## src/rtl/mips_mem_arbiter.sv

```systemverilog
// rtl/mips_mem_arbiter.sv - two-requester (fetch/data) arbiter for one shared memory port
//
// Purpose: shares a single request/acknowledge memory port between an
// instruction-fetch requester (IF) and a data-memory requester (DM). Data wins
// in IDLE; when both keep requesting, ownership alternates on every ack.
// Optional compile macro: MIPS_ARB_TIMEOUT_EN adds an ack-wait watchdog that
// ends a SERVE state with err=1 after TIMEOUT cycles without mem_ack.
//
// Ports:
//   clk, rst                    clock (rising edge), async active-low reset
//   if_req, if_addr             fetch request and address
//   if_gnt, if_done, if_rdata   fetch grant pulse, completion, read data
//   dm_req, dm_we, dm_addr,
//   dm_wdata                    data request, write enable, address, write data
//   dm_gnt, dm_done, dm_rdata   data grant pulse, completion, read data
//   mem_req, mem_we, mem_addr,
//   mem_wdata                   shared memory request side
//   mem_ack, mem_rdata          single-cycle acknowledge, read data valid with it
//   err                         timeout pulse (constant 0 without the macro)

module mips_mem_arbiter #(
  parameter int WORD_SIZE = 32,
  parameter int TIMEOUT   = 16
) (
  input  logic                 clk,
  input  logic                 rst,
  input  logic                 if_req,
  input  logic [WORD_SIZE-1:0] if_addr,
  output logic                 if_gnt,
  output logic                 if_done,
  output logic [WORD_SIZE-1:0] if_rdata,
  input  logic                 dm_req,
  input  logic                 dm_we,
  input  logic [WORD_SIZE-1:0] dm_addr,
  input  logic [WORD_SIZE-1:0] dm_wdata,
  output logic                 dm_gnt,
  output logic                 dm_done,
  output logic [WORD_SIZE-1:0] dm_rdata,
  output logic                 mem_req,
  output logic                 mem_we,
  output logic [WORD_SIZE-1:0] mem_addr,
  output logic [WORD_SIZE-1:0] mem_wdata,
  input  logic                 mem_ack,
  input  logic [WORD_SIZE-1:0] mem_rdata,
  output logic                 err
);

  // Reject an out-of-range watchdog limit at elaboration time.
  if (TIMEOUT < 2 || TIMEOUT > 255) begin : g_bad_timeout
    $error("mips_mem_arbiter: TIMEOUT must be within 2..255");
  end

  typedef enum logic [1:0] {
    IDLE     = 2'd0,
    SERVE_IF = 2'd1,
    SERVE_DM = 2'd2
  } state_e;

  state_e               state_q, state_d;
  logic [WORD_SIZE-1:0] addr_q, addr_d;
  logic [WORD_SIZE-1:0] wdata_q, wdata_d;
  logic                 we_q, we_d;
  logic                 if_gnt_q, if_gnt_d;
  logic                 dm_gnt_q, dm_gnt_d;

  logic serving;   // any SERVE state
  logic tmo;       // watchdog expiry this cycle
  logic finish;    // current transaction ends this cycle (ack or timeout)
  logic grant_if;  // enter SERVE_IF on the next edge
  logic grant_dm;  // enter SERVE_DM on the next edge

  assign serving = (state_q != IDLE);

`ifdef MIPS_ARB_TIMEOUT_EN
  localparam logic [7:0] TMO_LAST = 8'(TIMEOUT - 1);

  logic [7:0] cnt_q, cnt_d;

  // The counter holds the number of ack-less cycles already spent in this
  // SERVE state, so it reads TIMEOUT-1 in the TIMEOUT-th cycle.
  assign tmo = serving && !mem_ack && (cnt_q == TMO_LAST);
`else
  assign tmo = 1'b0;
`endif

  assign finish = serving && (mem_ack || tmo);

  always_comb begin
    state_d  = state_q;
    addr_d   = addr_q;
    wdata_d  = wdata_q;
    we_d     = we_q;
    if_gnt_d = 1'b0;
    dm_gnt_d = 1'b0;
    grant_if = 1'b0;
    grant_dm = 1'b0;
`ifdef MIPS_ARB_TIMEOUT_EN
    cnt_d    = (serving && !mem_ack) ? cnt_q + 8'd1 : cnt_q;
`endif

    case (state_q)
      IDLE: begin
        if (dm_req) begin
          grant_dm = 1'b1;
        end else if (if_req) begin
          grant_if = 1'b1;
        end
      end
      // On completion only the other requester is looked at, which gives
      // strict alternation when both keep their requests raised.
      SERVE_IF: begin
        if (finish) begin
          if (dm_req) grant_dm = 1'b1;
          else        state_d  = IDLE;
        end
      end
      SERVE_DM: begin
        if (finish) begin
          if (if_req) grant_if = 1'b1;
          else        state_d  = IDLE;
        end
      end
      default: state_d = IDLE;
    endcase

    if (grant_dm) begin
      state_d  = SERVE_DM;
      addr_d   = dm_addr;
      we_d     = dm_we;
      wdata_d  = dm_wdata;
      dm_gnt_d = 1'b1;
`ifdef MIPS_ARB_TIMEOUT_EN
      cnt_d    = 8'd0;
`endif
    end else if (grant_if) begin
      state_d  = SERVE_IF;
      addr_d   = if_addr;
      we_d     = 1'b0;
      wdata_d  = '0;
      if_gnt_d = 1'b1;
`ifdef MIPS_ARB_TIMEOUT_EN
      cnt_d    = 8'd0;
`endif
    end
  end

  always_ff @(posedge clk or negedge rst) begin
    if (!rst) begin
      state_q  <= IDLE;
      addr_q   <= '0;
      wdata_q  <= '0;
      we_q     <= 1'b0;
      if_gnt_q <= 1'b0;
      dm_gnt_q <= 1'b0;
    end else begin
      state_q  <= state_d;
      addr_q   <= addr_d;
      wdata_q  <= wdata_d;
      we_q     <= we_d;
      if_gnt_q <= if_gnt_d;
      dm_gnt_q <= dm_gnt_d;
    end
  end

`ifdef MIPS_ARB_TIMEOUT_EN
  always_ff @(posedge clk or negedge rst) begin
    if (!rst) begin
      cnt_q <= 8'd0;
    end else begin
      cnt_q <= cnt_d;
    end
  end
`endif

  assign mem_req   = serving;
  assign mem_we    = we_q;
  assign mem_addr  = addr_q;
  assign mem_wdata = wdata_q;

  assign if_gnt  = if_gnt_q;
  assign dm_gnt  = dm_gnt_q;
  assign if_done = (state_q == SERVE_IF) && finish;
  assign dm_done = (state_q == SERVE_DM) && finish;

  // Read data is only forwarded with a real ack; a timeout completes with 0.
  assign if_rdata = ((state_q == SERVE_IF) && mem_ack) ? mem_rdata : '0;
  assign dm_rdata = ((state_q == SERVE_DM) && mem_ack) ? mem_rdata : '0;

  assign err = tmo;

endmodule

```

## config.mk

```make
export PLATFORM = sky130hd
export DESIGN_NAME = mips_mem_arbiter
export DESIGN_NICKNAME = d
export VERILOG_FILES = /design/src/rtl/mips_mem_arbiter.sv
export SDC_FILE = /design/constraint.sdc
export NUM_CORES = 1
export LEC_CHECK = 0
export ABC_AREA = 1
export BUFFER_PORTS_ARGS = -buffer_cell sky130_fd_sc_hd__buf_2
export CORE_AREA = 2 2 104 106
export CTS_CLUSTER_SIZE = 8
export DETAILED_ROUTE_END_ITERATION = 10
export DIE_AREA = 0 0 106 108
export PLACE_DENSITY = 0.83
export SYNTH_ARGS = -nofsm -noshare
export SYNTH_HDL_FRONTEND = slang
export SYNTH_SLANG_ARGS = --single-unit
```

## constraint.sdc

```tcl
create_clock -name clk -period 2.4 [get_ports clk]
set_input_delay 0.12 -clock clk [delete_from_list [all_inputs] [get_ports clk]]
set_output_delay 0.12 -clock clk [all_outputs]
set_load 0.03 [all_outputs]
```

== Word level (Yosys, flattened, before mapping) ==
Cells that the tools add are included.
Storage, ports and cells
  latch bits: 0
  RAM bits: 0
  bits in registers: 69
  input bits: 134
  logic and storage cells: 47
  memory bits (read-only): 0
  memories: 0
Cells by class
  reductions and logical operators: 9
  div/mod/pow operators: 0
  shift operators: 0
  eq/ne operators: 7
  order comparisons: 0
  $mul: 0
  multiplexer cells: 25
  bitwise operators: 0
  add/sub/neg operators: 0
Operator list (count)
  two-way mux 32 bit: 6
  inequality test 4 bit, second input constant: 4
  two-way mux 2 bit: 6
  two-way mux 1 bit: 10
  one-hot mux 2 bit (3 select lines): 1
  logical AND 1 bit: 5
  AND reduction 5 bit: 1
  one-hot mux 1 bit (2 select lines): 2
  nonzero test 2 bit: 2
  inequality test 3 bit, second input constant: 1
  == test 2 x 1 -> 1 bit, second input constant: 1
  == test 2 bit, second input constant: 1
  logical NOT 2 bit: 1

== Longest topological paths before layout ==
  word-level depth: 6
  mapped depth: 9
  mapped depth without buffers: 7

== Worst setup path before layout ==
No wires, ideal clock.
  path type: register -> output
  start point: reg state_q[0]
  end point: out dm_rdata[10]
  cell stages (with the launch flop): 7
  path slack: 0.492 ns
  path buffers: 1
  arrival time: 1.788 ns
  cell sequence: dfrtp_1 -> inv_1 -> nand2_1 -> nor2_1 -> inv_1 -> clkbuf_1 -> nor2_1
Between the ends
  cells in the longest elaborated chain, start to end: 3
RTL lines
  start, declared: RTL line 59  | state_e state_q, state_d;
  start signal, assigned: RTL line 156  | state_q <= state_d;
  == test 2 bit: RTL line 187  | assign dm_rdata = ((state_q == SERVE_DM) && mem_ack) ? mem_rdata : '0;
  logical AND 1 bit: RTL line 187
  two-way mux 32 bit: RTL line 187
  end, declared: RTL line 38  | output logic [WORD_SIZE-1:0] dm_rdata,
No other way between the ends.

== Worst setup path in the final report ==
  start point: reg state_q[0]
  end point: out dm_rdata[31]
The elaborated chain is that of the path after synthesis.

==> impl_metrics.ini <==
[yosys]
ys_ff_latch = 69
syn_area_per_cell_um2 = 7.103
synth_nets = 660
yosysSeqAreaShare = 0.4622
synth_area_mm2 = 0.003736
ys_types = 17
netlist_instances = 526
yosysWarnings = 0

[setup_path]
start_kind = flop
critPathKind = reg -> out
cp.arrival_ns = 1.75
cp_slowest_cell = dfrtp_1
r2r_slack_ns = 0.65
reg2regPathDepth = 6
cp.required_ns = 2.28
timing.rr.start = state_q[1]
crit_fanout = 32
crit_chain = inv_1, nand2_1, nor2_1, inv_1, buf_4, nor2_1, buf_2
timing.critical_path.buf_inv = 4
crit_family = buffers and inverters
end_kind = primary output
r2r_end = mem_addr[13]
cpPeakStageDelay_ns = 0.41

[cts]
tritoncts = done
post_cts_resized = 0
cts_hold_buffers = 34
clkTransAtPathRegs_ns = 0.08
cts_made_buffers = 9
cts_buffer_depth = 2
htree_levels = 3
cts_setup_buffers = 0
insertion_delay_ns = 0.33
cts.sinks = 69
cts-root-buf = clkbuf_8

[sta]
worst-slew-pin-transition_ns = 0.8768
setup_tns_ns = 0
hold_ws_ns = 0.03307
slew_headroom = 0.4154
fin_skew_ns = 0.009745
finalCritPeriodShare = 0.7780
period_needed_ns = 1.867
rsz0062_at_grt = false
setup_viol = 0
timing.fmax_mhz = 535.6
hold_viol = 0
drv_slew = 0

[global_route]
grt_util_met3 = 0.05485
overflow = 0
grt_pass1_wl_um = 21550
top_usage_layer = met2
met2_usage = 0.4498
grt_max_degree = 70
grt_use_total = 0.2387
grt_pass1_vias = 4385
use_met1 = 0.2621
antenna_found_initial = 3

[power]
powerDensity_mw_per_mm2 = 1256
totalPowerFinal_mw = 7.101
leakagePower_nw = 3.569
vdd_drop_max_v = 0.0006788

[drt]
drtIter0Drc = 281
routed_wl_um = 13900
avgViaCountPerCell = 4.764
drt-wirelength-per-cell_um = 14.66
num_vias = 4516
firstDrtPassIters = 4
route.detailed.drc = 0
drtAntennaViolNets = 0

[run]
cap_viol_max_count = 0

[floorplan]
rows = 37
die_w_um = 106
fp.dieH_um = 108
start_util = 0.3652
die_area_mm2 = 0.01145
fp.coreArea_mm2 = 0.01023
ios = 269

[min_path]
hold_start = mem_ack
min_to = state_q[1]
whs_path_depth = 2
holdCritPathClass = in -> reg

[place]
globalplace.congestion = 0.8505
port_buffers = 267
hpwl_um = 9738

[outcome]
status = finished, final reports clean

[final_layout]
area_growth_pct = 51.37
layout-drive-gt1-share = 0.3691
utilization = 0.5528
fillers = 1046
nets = 939
[cell type report]
| cell class | count | area, µm² | area share |
|---|---|---|---|
| repair buffers | 312 | 1774 | 0.3137 |
| flip-flops and latches | 69 | 1727 | 0.3053 |
| multi-input cells | 373 | 1632 | 0.2885 |
| well taps | 136 | 170.2 | 0.03009 |
| inverters | 40 | 150.1 | 0.02655 |
| clock buffers | 9 | 123.9 | 0.02190 |
| clock inverters | 7 | 73.82 | 0.01305 |
| diodes | 2 | 5.005 | 0.0008850 |
[power breakdown]
| group | switching (mW) | leakage, nW | internal (mW) |
|---|---|---|---|
| Clock | 0.460 | 0.0996 | 0.483 |
| Sequential | 0.318 | 0.868 | 1.73 |
| Combinational | 2.96 | 2.60 | 1.14 |
[per-layer routing]
layer / up-vias / wire (µm)
li1: 2235 / -
met1: 2069 / 5355
met5: - / 13
met2: 186 / 7168
met4: 2 / 401
met3: 24 / 958
[metrics by stage]
step / instances / worst slack, ns / cell area [µm²]
after floorplan: 526 / 0.4916 / 3736
after global placement: 896 / 0.7722 / 5112
after detailed placement: 896 / 0.6810 / 5112
after CTS: 946 / 0.5378 / 5650
after global routing: 948 / 0.3741 / 5655
final: 948 / 0.5328 / 5655
[worst max path at each step]
stage,from,endpoint,slack (ns),cells past startpoint
after detailed placement,state_q[1],mem_addr[23],0.68,6
final,state_q[0],dm_rdata[31],0.53,7
after global placement,state_q[1],mem_addr[20],0.77,6
after global routing,state_q[0],dm_rdata[31],0.37,7
after CTS,state_q[0],dm_rdata[31],0.54,7
after floorplan,state_q[0],dm_rdata[10],0.49,6
[cell families after synthesis]
family	Yosys count	share of synthesized area
buf+inv	84	0.1038
compound gates	2	0.003348
simple gates	370	0.4297
flops	69	0.4622
other cells	1	0.001004
[cell usage after synthesis]
| library cell | n | area (µm²) |
|---|---|---|
| dfrtp_1 | 69 | 1727 |
| o21bai_1 | 1 | 7.510 |
| o21ai_0 | 1 | 5.000 |
| nor2_4 | 1 | 11.26 |
| buf_2 | 16 | 80.08 |
| nor2_1 | 69 | 259.0 |
| nand4_1 | 66 | 412.9 |
| inv_1 | 39 | 146.4 |
| inv_2 | 1 | 3.750 |
| buf_4 | 10 | 75.07 |
| conb_1 | 1 | 3.750 |
| buf_1 | 2 | 7.510 |
| nand2_1 | 200 | 750.7 |
| nand3_1 | 33 | 165.2 |
| buf_6 | 2 | 22.52 |
| clkbuf_1 | 14 | 52.55 |
| nand2_2 | 1 | 6.260 |
[flip-flops by register name, summed over array words and instances, names as in the netlist]
| signal | cells |
|---|---|
| if_gnt | 1 |
| mem_addr | 32 |
| state_q | 2 |
| mem_wdata | 32 |
| dm_gnt | 1 |
| mem_we | 1 |
[layout by cell type (no fill, tap or decap)]
master / netlist / final
nand2_4: 0 / 1
buf_2: 16 / 266
diode_2: 0 / 2
buf_4: 10 / 11
nand2_2: 1 / 2
nand3_1: 33 / 33
clkinvlp_4: 0 / 1
nor2_1: 69 / 69
bufinv_16: 0 / 1
clkinv_4: 0 / 2
dfrtp_1: 69 / 69
nand4_1: 66 / 66
dlygate4sd3_1: 0 / 34
nor2_4: 1 / 1
clkinv_2: 0 / 2
inv_1: 39 / 39
conb_1: 1 / 1
o21ai_0: 1 / 1
nand2_1: 200 / 198
clkbuf_8: 0 / 9
o21bai_1: 1 / 1
inv_2: 1 / 1
buf_12: 0 / 1
inv_6: 0 / 1
Note: power is estimated with default switching activity, not from simulation.
